[src/rtl/sevenseg_scan_driver.sv]
// Time-multiplexed eight-digit seven-segment driver. Inputs are copied into shadow
// registers once per frame, so a digit never shows a half-updated value.
module sevenseg_scan_driver #(
  parameter int DIGIT_TICKS = 100000
) (
  input  logic        clk,
  input  logic        resetn,
  input  logic [31:0] digits,
  input  logic [7:0]  digit_en,
  input  logic [7:0]  dp_en,
  input  logic        blank,
  output logic [7:0]  an,
  output logic [6:0]  seg,
  output logic        dp,
  output logic        frame_start
);

  localparam int PW = (DIGIT_TICKS > 1) ? $clog2(DIGIT_TICKS) : 1;
  localparam logic [PW-1:0] LAST_TICK = PW'(DIGIT_TICKS - 1);

  logic [PW-1:0] presc_reg;
  logic [2:0]    index_reg;
  logic [31:0]   shadow_digits_reg;
  logic [7:0]    shadow_en_reg;
  logic [7:0]    shadow_dp_reg;

  logic       tick;
  logic       frame_end;
  logic [3:0] nibble [8];
  logic [3:0] cur_nibble;
  logic [7:0] an_next;
  logic [6:0] seg_next;
  logic       dp_next;

  assign tick      = (presc_reg == LAST_TICK);
  assign frame_end = tick && (index_reg == 3'd7);

  for (genvar gi = 0; gi < 8; gi++) begin : g_nibble
    assign nibble[gi] = shadow_digits_reg[4*gi +: 4];
  end

  assign cur_nibble = nibble[index_reg];

  // Active-low {G,F,E,D,C,B,A}; non-BCD codes show a lone dash.
  function automatic logic [6:0] decode(input logic [3:0] n);
    logic [6:0] s;
    case (n)
      4'd0:    s = 7'h40;
      4'd1:    s = 7'h79;
      4'd2:    s = 7'h24;
      4'd3:    s = 7'h30;
      4'd4:    s = 7'h19;
      4'd5:    s = 7'h12;
      4'd6:    s = 7'h02;
      4'd7:    s = 7'h78;
      4'd8:    s = 7'h00;
      4'd9:    s = 7'h10;
      default: s = 7'h3F;
    endcase
    return s;
  endfunction

  always_comb begin
    an_next  = 8'hFF;
    seg_next = 7'h7F;
    dp_next  = 1'b1;
    if (shadow_en_reg[index_reg] && !blank) begin
      an_next  = ~(8'b1 << index_reg);
      seg_next = decode(cur_nibble);
      dp_next  = ~shadow_dp_reg[index_reg];
    end
  end

  // Blank only gates the registered outputs; timing and capture keep running.
  always_ff @(posedge clk or negedge resetn) begin
    if (!resetn) begin
      presc_reg         <= '0;
      index_reg         <= 3'd0;
      shadow_digits_reg <= 32'd0;
      shadow_en_reg     <= 8'd0;
      shadow_dp_reg     <= 8'd0;
      frame_start       <= 1'b0;
      an                <= 8'hFF;
      seg               <= 7'h7F;
      dp                <= 1'b1;
    end else begin
      presc_reg   <= tick ? '0 : presc_reg + 1'b1;
      frame_start <= frame_end;
      if (tick) begin
        index_reg <= index_reg + 3'd1;
      end
      if (frame_end) begin
        shadow_digits_reg <= digits;
        shadow_en_reg     <= digit_en;
        shadow_dp_reg     <= dp_en;
      end
      an  <= an_next;
      seg <= seg_next;
      dp  <= dp_next;
    end
  end

endmodule

[config.mk]
export PLATFORM = sky130hd
export DESIGN_NAME = sevenseg_scan_driver
export DESIGN_NICKNAME = d
export VERILOG_FILES = /design/src/rtl/sevenseg_scan_driver.sv
export SDC_FILE = /design/constraint.sdc
export NUM_CORES = 1
export LEC_CHECK = 0
export CORE_ASPECT_RATIO = 1.25
export CORE_UTILIZATION = 50
export CTS_BUF_LIST = sky130_fd_sc_hd__clkbuf_2 sky130_fd_sc_hd__clkbuf_4 sky130_fd_sc_hd__clkbuf_8
export DETAILED_ROUTE_END_ITERATION = 10
export GPL_TIMING_DRIVEN = 0
export PLACE_DENSITY = 0.79
export SLEW_MARGIN = 20
export SYNTH_ARGS = -nofsm -noshare
export SYNTH_HDL_FRONTEND = slang
export SYNTH_SLANG_ARGS = --single-unit
export TNS_END_PERCENT = 1
[constraint.sdc]
create_clock -name clk -period 2.07 [get_ports clk]
set_input_delay 0.5175 -clock clk [delete_from_list [all_inputs] [get_ports clk]]
set_output_delay 0.5175 -clock clk [all_outputs]
set_load 0.01 [all_outputs]
**After elaboration in Yosys (flattened, before gate mapping)**

Memories as Yosys holds them, arrays and structs flattened.
Cells that the tools add are included.

- Memory bits (read-only): 112
- Input port bits: 51
- Flip-flop bits (word level): 85
- Memories kept: 1
- Logic and storage cells: 34
- Output and inout bits: 17

Memories:

| name | words | width | rd ports | clocked after Yosys merged registers in | wr ports | RTL line | RTL |
|---|---|---|---|---|---|---|---|
| (name not given) | 16 | 7 | 1 | 0 | 0 | 47 | `case (n)` |

- Shift operators: 1
- Bitwise gates (word level): 3
- Mux-type cells: 11
- Reductions and logical operators: 3
- Add/sub/neg operators: 2
- $lt $le $gt $ge: 2
- Equality and inequality tests: 2

Operators by type and width:

| kind | number |
|---|---|
| 17-bit by 1-bit adder with 17-bit output (second input constant) | 1 |
| 17-bit equality test (second input constant) | 1 |
| 17-bit two-way mux | 1 |
| 4-bit binary-select mux with 3-bit select | 1 |
| 4-bit two-way mux | 2 |
| 8-bit two-way mux | 1 |
| 8-bit inverter | 1 |
| 1-bit by 3-bit left shift with 8-bit output (first input constant) | 1 |
| 7-bit two-way mux | 1 |
| 1-bit binary-select mux with 3-bit select | 2 |
| 4-bit greater-or-equal comparator (second input constant) | 1 |
| 3-bit by 4-bit < comparator with 1-bit output (second input constant) | 1 |
| 3-bit inverter with 4-bit output | 1 |
| 3-bit by 1-bit adder with 3-bit output (second input constant) | 1 |
| 3-bit equality test (second input constant) | 1 |
| 1-bit two-way mux | 3 |
| 1-bit logical AND | 2 |
| 1-bit zero test | 1 |
| 1-bit inverter | 1 |

**Depth between registers and ports, before layout**

An unclocked memory read counts as a cell.

- Depth in word-level cells: 6
- Depth in mapped cells: 8
- Depth with buffers taken out: 7

**Worst setup path before layout**

OpenSTA, ideal clock, no wires.

- Path kind: register to register
- Start point: register index_reg[0]
- End point: register seg[5]
- Arrival time: 2,111 ps
- Cell stages (with the launch flop): 8
- Setup time: 86 ps
- Clock period less this slack: 2,198 ps
- Setup slack: -128 ps
- Required time: 1,984 ps
- Buffers on the path: 1
- Cells stage by stage: dfrtp_1 buf_4 mux4_2 mux2i_1 inv_1 ha_1 nor4_1 a21oi_1

- Cells in the longest elaborated chain, start to end: 6
- Elaborated cells on any way between the ends: 9
- Classes of those cells: mux: 6; bitwise: 1; reduce/logical: 1; memory: 1

RTL lines:

| element | RTL line | RTL |
|---|---|---|
| start, declared | 22 | `logic [2:0] index_reg;` |
| start signal, assigned | 90 | `index_reg <= index_reg + 3'd1;` |
| 3-bit inverter with 4-bit output (implied by the code) | 42 | `assign cur_nibble = nibble[index_reg];` |
| 4-bit binary-select mux with 3-bit select | 42 |  |
| 4-bit two-way mux (implied by the code) (2 in a row) | 42 |  |
| memory read 16 x 7 bit | -- |  |
| 7-bit two-way mux (*) | 67 | `if (shadow_en_reg[index_reg] && !blank) begin` |
| via seg_next[5] | 32 | `logic [6:0] seg_next;` |
| end signal, assigned | 98 | `seg <= seg_next;` |
| end, declared | 13 | `output logic [6:0] seg,` |

Mark *: on every way through the listed nets, which the timed path passes. The rest lies on a longest branch. The select of a mux whose other input is x is not followed.
A chain may end at the register's enable or synchronous reset.

**Worst setup path in the final report**

- Start point: register presc_reg[14]
- End point: register shadow_digits_reg[14]

- Cells in the longest elaborated chain, start to end: 2

RTL lines:

| element | RTL line | RTL |
|---|---|---|
| start, declared | 21 | `logic [PW-1:0] presc_reg;` |
| start signal, assigned | 87 | `presc_reg <= tick ? '0 : presc_reg + 1'b1;` |
| 17-bit equality test | 35 | `assign tick = (presc_reg == LAST_TICK);` |
| 1-bit logical AND | 36 | `assign frame_end = tick && (index_reg == 3'd7);` |
| end signal, assigned | 93 | `shadow_digits_reg <= digits;` |
| end, declared | 23 | `logic [31:0] shadow_digits_reg;` |

No other way between the ends.

==> report_table.html <==
<table>
<tr><th>Metric</th><th>Value</th></tr>
<tr><th colspan="2">Die</th></tr>
<tr><td>Die footprint</td><td>8310 um^2</td></tr>
<tr><td>Effective utilization at floorplan</td><td>0.513</td></tr>
<tr><td>Overall die width</td><td>81.7 um</td></tr>
<tr><td>I/O Pins</td><td>68</td></tr>
<tr><td>Chip Height</td><td>102 um</td></tr>
<tr><td>Placeable core region</td><td>about 7700 um^2</td></tr>
<tr><td>Row count</td><td>36</td></tr>
<tr><th colspan="2">GRT</th></tr>
<tr><td>Pin count of the biggest net entering global routing</td><td>55</td></tr>
<tr><td>Wire length of the first global-routing pass</td><td>12400 um</td></tr>
<tr><td>GRT overflow</td><td>0</td></tr>
<tr><td>Initial antenna violation count</td><td>0</td></tr>
<tr><td>All-layer global routing usage</td><td>0.205</td></tr>
<tr><td>Number of global-route vias before repair</td><td>2596</td></tr>
<tr><th colspan="2">Yosys</th></tr>
<tr><td>Count of cell types in the netlist</td><td>40</td></tr>
<tr><td>Syn_area_per_cell</td><td>between 10 and 15 um^2</td></tr>
<tr><td>Post-Synthesis Cells</td><td>280</td></tr>
<tr><td>Area share of the largest cell type after synthesis</td><td>0.435</td></tr>
<tr><td>Register bit count reported by yosys</td><td>85</td></tr>
<tr><td>Area of the mapped netlist</td><td>3970 um^2</td></tr>
<tr><td>Sequential cell area fraction in the yosys report</td><td>0.540</td></tr>
<tr><td>Synth warnings</td><td>0</td></tr>
<tr><td>Share of synthesized registers carrying an async set or reset</td><td>1.00</td></tr>
<tr><td>Cell type with the largest total area after synthesis</td><td>dfrtp_1</td></tr>
<tr><td>Main area contributors after synthesis</td><td>dfrtp_1 (43%), dfstp_2 (11%), mux2_2 (9.1%), mux2_4 (7.6%), mux4_2 (6.8%)</td></tr>
<tr><td>Net count of the mapped netlist</td><td>344</td></tr>
<tr><td>Main flop type after synthesis</td><td>dfrtp_1</td></tr>
<tr><td>Number of enable-type register cells in the synthesized netlist</td><td>0</td></tr>
<tr><th colspan="2">Drt</th></tr>
<tr><td>Violation count after the first detailed-route iteration</td><td>just under 100</td></tr>
<tr><td>Vias per inst</td><td>5.43</td></tr>
<tr><td>First-pass iteration count of the detailed router</td><td>4</td></tr>
<tr><td>DRC violation count after routing</td><td>0</td></tr>
<tr><td>Via count</td><td>~2500</td></tr>
<tr><td>Final wirelength</td><td>about 7400 um</td></tr>
<tr><td>WL per Instance</td><td>16.0 um</td></tr>
<tr><td>Detail Route Antenna Nets</td><td>0</td></tr>
<tr><th colspan="2">Cells and area</th></tr>
<tr><td>Design area</td><td>5120 um^2</td></tr>
<tr><td>Max reg flops</td><td>32</td></tr>
<tr><td>Number of fill cells in the layout</td><td>580</td></tr>
<tr><td>Layout area overhead</td><td>28.9%</td></tr>
<tr><td>Number of inserted diodes</td><td>0</td></tr>
<tr><td>Number of nets in the final layout</td><td>428</td></tr>
<tr><td>Core utilization of the finished layout</td><td>0.661</td></tr>
<tr><td>Fraction of final layout cells sized beyond drive strength 1</td><td>0.341</td></tr>
<tr><th colspan="2">Pwr</th></tr>
<tr><td>Total leakage power</td><td>2.21 nW</td></tr>
<tr><td>Maximum ir drop on the vdd rail</td><td>between 0.4 and 0.5 mV</td></tr>
<tr><td>Overall power after layout</td><td>0.00323 W</td></tr>
<tr><td>Total power density per cell area</td><td>631 nW/um^2</td></tr>
<tr><th colspan="2">STA</th></tr>
<tr><td>Final clock period utilization by the worst path</td><td>1.01</td></tr>
<tr><td>RSZ-0062 raised after global routing</td><td>true</td></tr>
<tr><td>Final worst clock skew</td><td>0.0114 ns</td></tr>
<tr><td>Final count of pins violating max slew</td><td>0</td></tr>
<tr><td>Transition at the pin with the smallest max-transition slack</td><td>0.506 ns</td></tr>
<tr><td>Final number of hold-violating endpoints</td><td>0</td></tr>
<tr><td>Post-layout minimum cycle time</td><td>2.10 ns</td></tr>
<tr><td>Highest attainable clock frequency</td><td>0.477 GHz</td></tr>
<tr><td>Finish-stage setup viols</td><td>20</td></tr>
<tr><td>Post-route worst setup slack</td><td>-0.0252 ns</td></tr>
<tr><td>Worst max-slew margin expressed relative to the limit</td><td>0.660</td></tr>
<tr><th colspan="2">Worst setup path</th></tr>
<tr><td>Critical path's slowest cell</td><td>or4b_4</td></tr>
<tr><td>CP peak stage delay</td><td>between 0.5 and 0.6 ns</td></tr>
<tr><td>Crit path buf inv count</td><td>2</td></tr>
<tr><td>Required arrival time at the worst endpoint</td><td>around 2.3 ns</td></tr>
<tr><td>Crit start category</td><td>flip-flop</td></tr>
<tr><td>Sort of element at the end of the critical path</td><td>flip-flop</td></tr>
<tr><td>CP cell instances</td><td>or4b_4 &gt; nor4_4 &gt; nand3_2 &gt; buf_8 &gt; buf_6 &gt; mux2_4</td></tr>
<tr><td>Largest fanout on the critical path</td><td>10</td></tr>
<tr><td>Category of the most critical setup path</td><td>reg2reg</td></tr>
<tr><td>Kind of cell with the highest combined delay on the critical path</td><td>simple AND/OR/NAND/NOR gates</td></tr>
<tr><td>Arrival time at the worst endpoint</td><td>2.34 ns</td></tr>
<tr><th colspan="2">Hold path</th></tr>
<tr><td>Path category of the worst min-delay check</td><td>in2async</td></tr>
<tr><th colspan="2">Run status</th></tr>
<tr><td>Result of the run</td><td>finished with violations</td></tr>
<tr><td>Failing checks</td><td>setup timing</td></tr>
<tr><th colspan="2">Clocking</th></tr>
<tr><td>Clock root cell</td><td>clkbuf_8</td></tr>
<tr><td>Clock transition at the registers of the reported paths</td><td>0.08 ns</td></tr>
<tr><td>CTS tree</td><td>built</td></tr>
<tr><td>Clock tree sinks</td><td>between 80 and 90</td></tr>
<tr><td>CTS Buf Count</td><td>9</td></tr>
<tr><td>Longest Clk Path Bufs</td><td>2</td></tr>
<tr><td>H-tree depth</td><td>3</td></tr>
<tr><td>Hold bufs inserted after CTS</td><td>0</td></tr>
<tr><td>Clock latency at the later pin of the worst-skew pair</td><td>0.37 ns</td></tr>
<tr><th colspan="2">Place</th></tr>
<tr><td>Final weighted congestion in routability-driven placement</td><td>0.785</td></tr>
<tr><td>DP HPWL</td><td>roughly 5400 um</td></tr>
<tr><td>Placement-stage cell area</td><td>between 4000 and 5000 um^2</td></tr>
<tr><td>Quantity of I/O buffers inserted on ports</td><td>67</td></tr>
<tr><th colspan="2">Job</th></tr>
<tr><td>Max-capacitance violation count</td><td>0</td></tr>
</table>
## power by group
part / leakage [nW] / switching (W) / internal [W]
clock network: 0.103 / 0.000577 / 0.000614
logic: 1.10 / 0.000105 / 0.000186
registers: 1.00 / 0.0000265 / 0.00172
total: 2.21 / 0.000708 / 0.00252
## final timing paths
check                                   start                    end  slack, ns  cells after the start
worst max register to register  presc_reg[14]  shadow_digits_reg[14]      -0.03                      6
min in group clk                 presc_reg[0]           presc_reg[0]       0.50                      1
worst min register to register   presc_reg[0]           presc_reg[0]       0.50                      1
worst min-delay path                   resetn          presc_reg[14]       0.09                      1
max in group asynchronous              resetn                     dp       1.33                      2
worst max-delay path            presc_reg[14]  shadow_digits_reg[14]      -0.03                      6
## per-stage QoR
step                      std cells  setup TNS, ns  hold WS, ns  setup slack, ns
after floorplan                 280              0        0.222           0.0294
after global placement          442        -192.11        0.480            -2.71
after detailed placement        443          -3.79        0.489           -0.441
after CTS                       460          -1.27       0.0982          -0.0706
after global routing            464          -1.63        0.108          -0.0809
final                           464         -0.383       0.0895          -0.0252
## placed cells by master, fill, tap and decap left out, types with 4 or more instances in the layout
master / count
nand2_1: 18
ha_1: 12
nor2_1: 10
xnor2_1: 7
buf_4: 6
mux4_2: 12
nand3_1: 5
a21oi_1: 5
dfstp_2: 16
xor2_1: 7
mux2_4: 22
nand4_1: 5
clkbuf_8: 10
clkbuf_4: 4
inv_1: 9
dfrtp_1: 67
clkdlybuf4s50_1: 66
mux2_2: 30
## cell families (layout without fill, tap and decap cells)
kind of cell / Yosys count / in the layout / synth area share
flops: 85 / 85 / 0.540
mux: 69 / 69 / 0.248
simple gates: 62 / 62 / 0.0876
buf+inv: 21 / 110 / 0.0274
compound gates: 16 / 16 / 0.0249
xor+xnor: 14 / 14 / 0.0309
fa+ha+maj: 13 / 13 / 0.0409
## per-layer routing
metal	up-vias	global-route usage	part of all wire
met3	18	0.0550	0.043
met1	1273	0.256	0.42
met4	0	0.0931	0.028
met2	62	0.331	0.51
li1	1166	-	-
met5	-	0	0
## cell usage after synthesis (all sizes together) (4+ instances only)
master,n
xor2,7
inv,10
a21oi,5
ha,13
nand3,6
nor2,10
nand2,18
dfrtp,69
mux2,52
dfstp,16
xnor2,7
nor4,5
o21ai,4
nand4,5
mux2i,5
mux4,12
buf,8
## area by class of cell
cell class	instances	area [um^2]	share of cell area
Sequential cell	85	2150	0.420
Tap cell	95	119	0.0232
Inverter	11	43.8	0.00855
Clock buffer	12	153	0.0298
Timing Repair Buffer	73	737	0.144
Clock inverter	4	47.5	0.00928
Multi-Input combinational cell	174	1780	0.347
Buffer	10	95.1	0.0186
## what timing repair did
action                     CTS  global route
gates resized for setup     10            14
buffers inserted             1             4
pin swaps                    0             5
setup endpoints to repair   37            42
hold endpoints to repair     0             0
(Power assumes the default switching activity.)
